$ cat src/rtl/sport1_rx_deser.sv
// SPORT1 receive deserializer: frames DR bits into words and holds them in a one-entry buffer.
// Build option: define FD_SPORT1_SEXT_EN to sign-extend words shorter than DW.
module sport1_rx_deser #(
    parameter int unsigned DW = 16,
    parameter int unsigned CW = 5
) (
    input  logic          DSPCLK,
    input  logic          RST_,
    input  logic          SP_EN,
    input  logic          SCLK_en,
    input  logic          RFSsm,
    input  logic          DR,
    input  logic [CW-1:0] SLEN,
    input  logic          MSBF,
    input  logic          RX_RD,
    input  logic          ROVF_CLR,
    output logic [DW-1:0] RX_DATA,
    output logic          RX_VLD,
    output logic          RX_IRQ,
    output logic          ROVF,
    output logic          RFERR,
    output logic          RX_BUSY
);

`ifdef FD_SPORT1_SEXT_EN
    localparam bit SExt = 1'b1;
`else
    localparam bit SExt = 1'b0;
`endif

    typedef enum logic {StIdle, StShift} state_e;

    state_e        state_q, state_d;
    logic [3:0]    cnt_q, cnt_d;
    logic [3:0]    len_q, len_d;
    logic [DW-1:0] sr_q, sr_d;
    logic          done_q, done_d;
    logic [DW-1:0] data_q, data_d;
    logic          vld_q, vld_d;
    logic          irq_q, irq_d;
    logic          rovf_q, rovf_d;
    logic          rferr_q, rferr_d;

    logic          ferr_set;
    logic [3:0]    len_new;
    logic [3:0]    bit_idx;
    logic [DW-1:0] sr_first;
    logic [DW-1:0] sr_shift;
    logic [DW-1:0] word;
    logic          unused_slen;

    assign unused_slen = ^SLEN[CW-1:4];

    // len holds L-1, which is also the counter value loaded at frame start
    assign len_new  = (SLEN[3:0] < 4'd2) ? 4'd2 : SLEN[3:0];
    assign bit_idx  = len_q - cnt_q + 4'd1;
    assign sr_first = {{(DW-1){1'b0}}, DR};

    always_comb begin
        sr_shift = sr_q;
        if (MSBF) begin
            sr_shift = {sr_q[DW-2:0], DR};
        end else begin
            sr_shift[bit_idx] = DR;
        end
    end

    always_comb begin
        word = sr_q;
        for (int i = 0; i < DW; i++) begin
            if (i > int'(len_q)) begin
                word[i] = SExt & sr_q[len_q];
            end
        end
    end

    always_comb begin
        state_d  = state_q;
        cnt_d    = cnt_q;
        len_d    = len_q;
        sr_d     = sr_q;
        done_d   = 1'b0;
        ferr_set = 1'b0;
        if (!SP_EN) begin
            state_d = StIdle;
            cnt_d   = 4'd0;
        end else if (SCLK_en) begin
            case (state_q)
                StIdle: begin
                    if (RFSsm) begin
                        state_d = StShift;
                        cnt_d   = len_new;
                        len_d   = len_new;
                        sr_d    = sr_first;
                    end
                end
                StShift: begin
                    // a frame sync on the last bit is just data
                    if (cnt_q == 4'd1) begin
                        state_d = StIdle;
                        cnt_d   = 4'd0;
                        sr_d    = sr_shift;
                        done_d  = 1'b1;
                    end else if (RFSsm) begin
                        ferr_set = 1'b1;
                        cnt_d    = len_new;
                        len_d    = len_new;
                        sr_d     = sr_first;
                    end else begin
                        cnt_d = cnt_q - 4'd1;
                        sr_d  = sr_shift;
                    end
                end
                default: state_d = StIdle;
            endcase
        end
    end

    always_comb begin
        data_d  = data_q;
        vld_d   = vld_q;
        irq_d   = done_q;
        rovf_d  = rovf_q;
        rferr_d = rferr_q;
        if (done_q) begin
            data_d = word;
            vld_d  = 1'b1;
        end else if (RX_RD) begin
            vld_d = 1'b0;
        end
        if (done_q && vld_q && !RX_RD) begin
            rovf_d = 1'b1;
        end else if (ROVF_CLR) begin
            rovf_d = 1'b0;
        end
        if (ferr_set) begin
            rferr_d = 1'b1;
        end else if (ROVF_CLR) begin
            rferr_d = 1'b0;
        end
    end

    always_ff @(posedge DSPCLK or negedge RST_) begin
        if (!RST_) begin
            state_q <= StIdle;
            cnt_q   <= 4'd0;
            len_q   <= 4'd0;
            sr_q    <= '0;
            done_q  <= 1'b0;
            data_q  <= '0;
            vld_q   <= 1'b0;
            irq_q   <= 1'b0;
            rovf_q  <= 1'b0;
            rferr_q <= 1'b0;
        end else begin
            state_q <= state_d;
            cnt_q   <= cnt_d;
            len_q   <= len_d;
            sr_q    <= sr_d;
            done_q  <= done_d;
            data_q  <= data_d;
            vld_q   <= vld_d;
            irq_q   <= irq_d;
            rovf_q  <= rovf_d;
            rferr_q <= rferr_d;
        end
    end

    assign RX_DATA = data_q;
    assign RX_VLD  = vld_q;
    assign RX_IRQ  = irq_q;
    assign ROVF    = rovf_q;
    assign RFERR   = rferr_q;
    assign RX_BUSY = (state_q == StShift);

endmodule

$ cat config.mk
export PLATFORM = sky130hd
export DESIGN_NAME = sport1_rx_deser
export DESIGN_NICKNAME = d
export VERILOG_FILES = /design/src/rtl/sport1_rx_deser.sv
export SDC_FILE = /design/constraint.sdc
export NUM_CORES = 1
export LEC_CHECK = 0
export BUFFER_PORTS_ARGS = -buffer_cell sky130_fd_sc_hd__buf_2
export CAP_MARGIN = 20
export CORE_ASPECT_RATIO = 0.7
export CORE_MARGIN = 4
export CORE_UTILIZATION = 58
export DETAILED_ROUTE_END_ITERATION = 7
export GPL_TIMING_DRIVEN = 0
export PLACE_DENSITY = 0.79
export SLEW_MARGIN = 0
export SYNTH_ARGS = -nofsm -noshare
export SYNTH_HDL_FRONTEND = slang
export SYNTH_SLANG_ARGS = --single-unit
$ cat constraint.sdc
create_clock -name DSPCLK -period 2.7 [get_ports DSPCLK]
set_input_delay 0.54 -clock DSPCLK [delete_from_list [all_inputs] [get_ports DSPCLK]]
set_output_delay 0.54 -clock DSPCLK [all_outputs]
set_load 0.01 [all_outputs]
==> results of run 1 <==
## worst max-delay path by stage
stage | startpoint | slack, ns | to
5_1_grt | len_q[1]$_DFFE_PN0P_ | -0.003 | sr_q[13]$_DFFE_PN0P_
2_1_floorplan | len_q[1]$_DFFE_PN0P_ | 0.30 | sr_q[15]$_DFFE_PN0P_
4_1_cts | len_q[1]$_DFFE_PN0P_ | 0.01 | sr_q[14]$_DFFE_PN0P_
3_5_place_dp | len_q[1]$_DFFE_PN0P_ | -0.06 | sr_q[14]$_DFFE_PN0P_
3_3_place_gp | len_q[1]$_DFFE_PN0P_ | 0.01 | sr_q[14]$_DFFE_PN0P_
6_report | len_q[1]$_DFFE_PN0P_ | 0.06 | sr_q[14]$_DFFE_PN0P_
## kinds of logic after synthesis
family / count (synthesis)
and+or+nand+nor: 63
xor gates and xnor gates: 5
adders and majority gates: 7
muxes: 5
buffers and inverters: 55
DFF: 46
AOI/OAI and AO/OA: 101
## power groups by stage
stage / combinational, mW / clock (mW) / sequential, mW
2_1_floorplan: 0.410 / 0 / 0.763
3_3_place_gp: 0.554 / 0 / 0.774
3_5_place_dp: 0.560 / 0 / 0.776
4_1_cts: 0.570 / 0.436 / 0.762
5_1_grt: 0.701 / 0.469 / 0.768
6_report: 0.649 / 0.432 / 0.764
## cell type report
| type | instances | area [µm²] |
|---|---|---|
| Clock buffer | 5 | 68.8 |
| Multi-Input combinational cell | 181 | 1330 |
| Sequential cell | 46 | 1150 |
| Timing Repair Buffer | 32 | 175 |
| Fill cell | 346 | 1340 |
| Clock inverter | 3 | 21.3 |
| Tap cell | 55 | 68.8 |
| Inverter | 38 | 143 |
| Buffer | 17 | 80.1 |
## Yosys cell counts, types with 9 or more instances
cell / instances
sky130_fd_sc_hd__dfrtp_1: 46
sky130_fd_sc_hd__clkbuf_1: 11
sky130_fd_sc_hd__a21oi_1: 13
sky130_fd_sc_hd__o22ai_1: 10
sky130_fd_sc_hd__a22oi_1: 15
sky130_fd_sc_hd__o221ai_1: 9
sky130_fd_sc_hd__nand2b_1: 9
sky130_fd_sc_hd__o211ai_1: 9
sky130_fd_sc_hd__nand2_1: 22
sky130_fd_sc_hd__o311ai_0: 10
sky130_fd_sc_hd__o21ai_0: 9
sky130_fd_sc_hd__inv_1: 38
sky130_fd_sc_hd__nand3_1: 9
## sequential cells by signal, indices dropped and copies added, names as in the netlist
| register | flops |
|---|---|
| ROVF | 1 |
| len_q | 4 |
| RX_BUSY | 1 |
| cnt_q | 4 |
| done_q | 1 |
| RX_VLD | 1 |
| RX_DATA | 16 |
| sr_q | 16 |
| RX_IRQ | 1 |
| RFERR | 1 |
## metal layers
metal | part of all wire, % | track usage (%)
met1 | 47 | 39.3
met2 | 43 | 35.6
met3 | 9.1 | 3.94
met4 | 0.74 | 5.85
met5 | 0 | 0
## through the flow
stage | utilization, % | total power, mW
2_1_floorplan | - | 1.17
3_3_place_gp | 65.7 | 1.33
3_5_place_dp | 65.7 | 1.34
4_1_cts | 67.9 | 1.77
5_1_grt | 69.3 | 1.94
6_report | 69.3 | 1.84
==> results_tabular.tex, run 1 <==
\begin{tabular}{lr}
\hline
Metric & Value \\
\hline
\multicolumn{2}{l}{\textbf{Yosys}} \\
Area share of the largest cell type after synthesis & between 40\% and 50\% \\
Most frequently used flop master after synthesis & sky130\_fd\_sc\_hd\_\_dfrtp\_1 \\
Largest family of logic cells by synthesized area & compound AO/OA/AOI/OAI gates \\
Total standard cell area after synthesis & $\sim$2700 µm² \\
Cells after synthesis & 282 \\
EDFF count, synth & 0 \\
Proportion of synthesized area in mux cells & just over 2\% \\
Total nets after synthesis & 303 \\
Fraction of the mapped netlist area in simple logic gates & 11.8\% \\
Compound-Gate Fraction of Synth Area & between 20 and 30\% \\
Cell accounting for the most synthesized area & sky130\_fd\_sc\_hd\_\_dfrtp\_1 \\
Post-synthesis register bit count & 46 \\
Average instance area after synthesis & around 9.4 µm² \\
Share of the yosys chip area belonging to registers & approximately 43\% \\
Arithmetic-cell share of the synthesized area counting full adders, half adders and majority gates & between 3 and 4\% \\
Total of warnings raised by yosys & 0 \\
Top cells by area, synth & sky130\_fd\_sc\_hd\_\_dfrtp\_1, sky130\_fd\_sc\_hd\_\_inv\_1, sky130\_fd\_sc\_hd\_\_a22oi\_1 \\
Cell variety after synth & 45 \\
Share of async-settable or async-resettable flops after synthesis & 100\% \\
Xor and xnor area share after synthesis & under 10\% \\
\multicolumn{2}{l}{\textbf{Floorplanning}} \\
I/O pin cnt & 35 \\
Horiz. Die Dim & a little under 90 µm \\
Overall die height & about 65 µm \\
Overall die area & approximately 5700 µm² \\
Core Region & between 4000 and 5000 µm² \\
Initial core utilization & between 60 and 70\% \\
Count of standard-cell rows & 20 \\
\multicolumn{2}{l}{\textbf{Power and ir drop}} \\
Leakage power & approximately 1.3 nW \\
Largest voltage drop on the vdd net & slightly below 0.0004 V \\
Sw frac & 38.6\% \\
Relative contribution of combinational cells to total power & 35.2\% \\
Portion of total power attributed to sequential cells & $\sim$41\% \\
Sw power & 0.712 mW \\
Power Dens Cells & approximately 610 nW/µm² \\
Clock share of power & approximately a quarter \\
Internal power summed over all cells & around 1.1 mW \\
\multicolumn{2}{l}{\textbf{Final layout}} \\
Fraction of layout instances using a drive strength above 1 & approximately a fifth \\
Nets & between 300 and 400 \\
Antenna diode count & 0 \\
Most common library cell in the layout ignoring fill and taps & sky130\_fd\_sc\_hd\_\_dfrtp\_1 \\
Post-route non-filler standard cell count & 377 \\
Commonest non-fill, non-tap cells in the layout & sky130\_fd\_sc\_hd\_\_dfrtp\_1, sky130\_fd\_sc\_hd\_\_inv\_1, sky130\_fd\_sc\_hd\_\_buf\_2, sky130\_fd\_sc\_hd\_\_nand2\_1, sky130\_fd\_sc\_hd\_\_a22oi\_1 \\
Relative area change from synthesis to final layout & 14.3\% \\
Layout Cell Area excl Fill & 3040 µm² \\
\multicolumn{2}{l}{\textbf{Place}} \\
Placed standard-cell area & 2880 µm² \\
Final RePlAce weighted congestion & 0.969 \\
Number of buffers inserted by port buffering & 31 \\
Detailed Place HPWL & approximately 5000 µm \\
Pre-CTS setup slack & -0.0585 ns \\
Placed insts & approximately 370 \\
\multicolumn{2}{l}{\textbf{Worst setup path}} \\
Worst path max stage delay & just under 0.5 ns \\
Start of the worst register-to-register path & len\_q[1]\$\_DFFE\_PN0P\_ \\
Register-to-register setup slack & between 0.06 and 0.07 ns \\
Nature of the critical path startpoint & flip-flop \\
Cell class contributing the biggest share of worst-path delay & adder cells \\
Path length in cells of the critical path & 10 \\
Cell-by-cell trace of the critical path & inv\_1 -> ha\_1 -> inv\_1 -> ha\_1 -> inv\_1 -> fa\_2 -> or3b\_4 -> nor2\_1 -> a22oi\_1 -> o221ai\_1 \\
Crit path required time & roughly 2.9 ns \\
Arrival time of data at the critical path endpoint & between 2 and 3 ns \\
Highest fanout seen on the critical path & 7 \\
Critical Path End Type & flip-flop \\
Number of buffer and inverter stages on the critical path & 3 \\
Critical Setup Path Class & flip-flop to flip-flop \\
Critical path's most frequent cell & sky130\_fd\_sc\_hd\_\_inv\_1 \\
Cell at the slowest stage of the critical path & sky130\_fd\_sc\_hd\_\_fa\_2 \\
Critical R2R Capture & sr\_q[14]\$\_DFFE\_PN0P\_ \\
Number of cells traversed by the worst register-to-register path & 10 \\
\multicolumn{2}{l}{\textbf{Clock network}} \\
Quantity of hold-fixing buffers added after cts & 0 \\
Root buffer cell & sky130\_fd\_sc\_hd\_\_clkbuf\_8 \\
Inserted Clock Buffers & 5 \\
Worst-Skew Late Latency & around 0.30 ns \\
Longest Clk Path Bufs & 2 \\
TritonCTS clock tree & built \\
H-tree level count & 2 \\
Count of buffers added by post-CTS timing repair for setup & 0 \\
Sink count of the clock tree & 46 \\
Post-CTS sizing & 2 \\
Clk slew on worst S/H paths & roughly 0.1 ns \\
\multicolumn{2}{l}{\textbf{Drt}} \\
DRT antenna net count & 0 \\
Drt drc & 0 \\
Count of vias placed by the detailed router & about 2400 \\
Overall routed net length & 6850 µm \\
DR vias/cell & between 6 and 7 \\
Initial DRC Count & between 300 and 400 \\
1st-pass router iterations & 5 \\
Detailed-route wire length per cell & between 15 and 20 µm \\
\multicolumn{2}{l}{\textbf{GRT}} \\
Via count of the first global-routing pass & 2254 \\
All-layer global routing usage & 24.9\% \\
Number of antenna violations at the first check in global routing & 0 \\
First-pass GRT wire length & between 10000 and 15000 µm \\
Maximum number of pins on one net before global-route repair & 47 \\
Grt ovf & 0 \\
\multicolumn{2}{l}{\textbf{Timing}} \\
Final worst path period need & between 2 and 3 ns \\
Post-route clock skew & between 0.008 and 0.009 ns \\
F\_max & $\sim$380 MHz \\
Count of endpoints failing setup in the final report & 0 \\
Headroom to the max-slew limit & between 50\% and 60\% \\
Final worst setup slack & 0.0602 ns \\
Post-Route Setup TNS & 0 ns \\
WHS & 0.145 ns \\
Worst Max-Slew Pin Slew & between 0.6 and 0.7 ns \\
Share of the clock period used by the worst path after layout & between 90\% and 100\% \\
Final number of hold-violating endpoints & 0 \\
Final slew viol count & 0 \\
\multicolumn{2}{l}{\textbf{Flow run}} \\
Number of violations of the max-capacitance limit & 0 \\
\multicolumn{2}{l}{\textbf{Run status}} \\
Outcome & complete, no violations \\
\multicolumn{2}{l}{\textbf{Worst hold path}} \\
HP Class & input pin to async pin \\
\hline
\end{tabular}
No activity file was read; power rests on OpenSTA's default activity.
==> inputs of run 2 (changes only) <==
CORE_UTILIZATION = 60   (was 58)
CTS_BUF_LIST = sky130_fd_sc_hd__clkbuf_4   (was not set)
PLACE_DENSITY = 0.81   (was 0.79)
==> run 2 against run 1 <==
Net effect:
- hold slack got worse by 0.060 ns
- global-route usage rose by 1.6 points
- cell area fell by 1.9%
- fmax rose by 3.1%
- combinational power fell by 8.0%
- die area fell by 3.0%
- routed wire length fell by 0.80%
- register-to-register slack improved by 0.08 ns
- clock skew barely moved
- clock power fell by 19%
- cell count fell by 0.27%
==> results_tabular.tex, run 2 (synthesis results as in run 1) <==
\begin{tabular}{lr}
\hline
Metric & Value \\
\hline
\multicolumn{2}{l}{\textbf{Floorplanning}} \\
Overall die area & 5570 µm² \\
Horiz. Die Dim & a little under 90 µm \\
I/O pin cnt & 35 \\
Core Region & a little over 4000 µm² \\
Overall die height & about 64 µm \\
Count of standard-cell rows & 19 \\
Initial core utilization & 64.9\% \\
\multicolumn{2}{l}{\textbf{Drt}} \\
1st-pass router iterations & 7 \\
Overall routed net length & 6790 µm \\
DR vias/cell & between 6 and 7 \\
Drt drc & 0 \\
Detailed-route wire length per cell & around 18 µm \\
DRT antenna net count & 0 \\
Count of vias placed by the detailed router & about 2400 \\
Initial DRC Count & 215 \\
\multicolumn{2}{l}{\textbf{GRT}} \\
All-layer global routing usage & roughly a quarter \\
Grt ovf & 0 \\
First-pass GRT wire length & $\sim$11000 µm \\
Maximum number of pins on one net before global-route repair & between 40 and 50 \\
Number of antenna violations at the first check in global routing & 0 \\
Via count of the first global-routing pass & roughly 2200 \\
\multicolumn{2}{l}{\textbf{Place}} \\
Number of buffers inserted by port buffering & 31 \\
Pre-CTS setup slack & 0.0116 ns \\
Detailed Place HPWL & approximately 5000 µm \\
Final RePlAce weighted congestion & 0.951 \\
\multicolumn{2}{l}{\textbf{Timing}} \\
Count of endpoints failing setup in the final report & 0 \\
Final worst setup slack & $\sim$0.14 ns \\
WHS & approximately 0.085 ns \\
Headroom to the max-slew limit & about 50\% \\
Share of the clock period used by the worst path after layout & 94.9\% \\
Worst Max-Slew Pin Slew & about 0.75 ns \\
Final number of hold-violating endpoints & 0 \\
Post-route clock skew & between 0.008 and 0.009 ns \\
Final slew viol count & 0 \\
F\_max & $\sim$390 MHz \\
Final worst path period need & approximately 2.6 ns \\
\multicolumn{2}{l}{\textbf{Final layout}} \\
Antenna diode count & 0 \\
Area taken by multi-input logic gates & 1290 µm² \\
Relative area change from synthesis to final layout & 12.2\% \\
Nets & around 340 \\
Fillers & 324 \\
Fraction of layout instances using a drive strength above 1 & between 20\% and 30\% \\
Commonest non-fill, non-tap cells in the layout & sky130\_fd\_sc\_hd\_\_dfrtp\_1, sky130\_fd\_sc\_hd\_\_inv\_1, sky130\_fd\_sc\_hd\_\_buf\_2, sky130\_fd\_sc\_hd\_\_nand2\_1, sky130\_fd\_sc\_hd\_\_a22oi\_1 \\
Storage cell area & $\sim$1200 µm² \\
Most common library cell in the layout ignoring fill and taps & sky130\_fd\_sc\_hd\_\_dfrtp\_1 \\
\multicolumn{2}{l}{\textbf{Worst setup path}} \\
Cell-by-cell trace of the critical path & inv\_1 -> ha\_1 -> inv\_1 -> ha\_1 -> inv\_1 -> fa\_2 -> xor2\_2 -> xnor2\_2 -> buf\_4 -> a22oi\_1 -> o221ai\_1 \\
Cell at the slowest stage of the critical path & sky130\_fd\_sc\_hd\_\_dfrtp\_2 \\
Critical Setup Path Class & flip-flop to flip-flop \\
Crit path required time & roughly 3.0 ns \\
Critical path's most frequent cell & sky130\_fd\_sc\_hd\_\_inv\_1 \\
Highest fanout seen on the critical path & 10 \\
Critical Path End Type & flip-flop \\
Register-to-register setup slack & $\sim$0.14 ns \\
Arrival time of data at the critical path endpoint & between 2 and 3 ns \\
Worst path max stage delay & roughly 0.45 ns \\
Nature of the critical path startpoint & flip-flop \\
Number of buffer and inverter stages on the critical path & 4 \\
Cell class contributing the biggest share of worst-path delay & adder cells \\
\multicolumn{2}{l}{\textbf{Flow run}} \\
Number of violations of the max-capacitance limit & 0 \\
\multicolumn{2}{l}{\textbf{Clock network}} \\
Inserted Clock Buffers & 5 \\
TritonCTS clock tree & built \\
H-tree level count & 2 \\
Quantity of hold-fixing buffers added after cts & 0 \\
Worst-Skew Late Latency & between 0.3 and 0.4 ns \\
Sink count of the clock tree & 46 \\
Clk slew on worst S/H paths & 0.14 ns \\
Longest Clk Path Bufs & 2 \\
Root buffer cell & sky130\_fd\_sc\_hd\_\_clkbuf\_4 \\
\multicolumn{2}{l}{\textbf{Power and ir drop}} \\
Leakage power & approximately 1.3 nW \\
Largest voltage drop on the vdd net & 0.000332 V \\
Power Dens Cells & 573 nW/µm² \\
\multicolumn{2}{l}{\textbf{Worst hold path}} \\
HP Class & input pin to async pin \\
\multicolumn{2}{l}{\textbf{Run status}} \\
Outcome & complete, no violations \\
\hline
\end{tabular}
-- run 2: per-layer routing --
metal	vias up	wire, µm	GRT usage, %
li1	1130	-	-
met1	1126	3240	41.9
met5	-	0	0
met4	0	51	6.51
met3	5	714	7.03
met2	107	2780	35.5
-- run 2: layout make-up --
type                    instances  area share [%]
repair buffers                 34            6.38
plain buffers                  17            2.69
well taps                      52            2.18
inverters                      38            4.79
clock inverters                 2           0.462
multi-input cells             181            43.3
clock buffers                   6            1.51
flip-flops and latches         46            38.7
-- run 2: repair_timing --
item / CTS / global route
setup endpoints to repair: 6 / 16
resized for setup: 1 / 6
pin swaps: 0 / 0
buffers inserted: 0 / 2
-- run 2: worst reg2reg max path: cells and delay by family (launching register included) --
family	cells	cell delay, ns
XOR/XNOR	2	0.56
flip-flops	1	0.45
AO/OA/AOI/OAI	2	0.29
buffers and inverters	4	0.47
adder cells (fa/ha/maj)	3	0.71
-- run 2: final timing paths --
check	endpoint	startpoint	cells after the start
setup / recovery	sr_q[11]$_DFFE_PN0P_	len_q[1]$_DFFE_PN0P_	11
hold / removal	RX_DATA[3]$_DFFE_PN0P_	RST_	1
setup reg to reg	sr_q[11]$_DFFE_PN0P_	len_q[1]$_DFFE_PN0P_	11
hold reg to reg	RX_IRQ$_DFF_PN0_	done_q$_DFF_PN0_	0
max in group asynchronous	len_q[1]$_DFFE_PN0P_	RST_	2
min in group DSPCLK	RX_IRQ$_DFF_PN0_	done_q$_DFF_PN0_	0
-- run 2: power breakdown --
group	switching (mW)	internal, mW
Combinational	0.390	0.208
Sequential	0.0398	0.721
Clock	0.238	0.113
-- run 2: stage by stage --
stage / instance area, µm² / utilization (%) / setup TNS (ns) / total power, mW / instances
finish: 2980 / 72.9 / 0 / 1.71 / 376
global route: 2980 / 72.9 / -0.00450 / 1.82 / 376
CTS: 2940 / 71.8 / 0 / 1.68 / 373
detailed placement: 2880 / 70.3 / 0 / 1.33 / 365
global placement: 2880 / 70.3 / -0.0395 / 1.33 / 365
floorplan: 2660 / - / 0 / 1.17 / 282
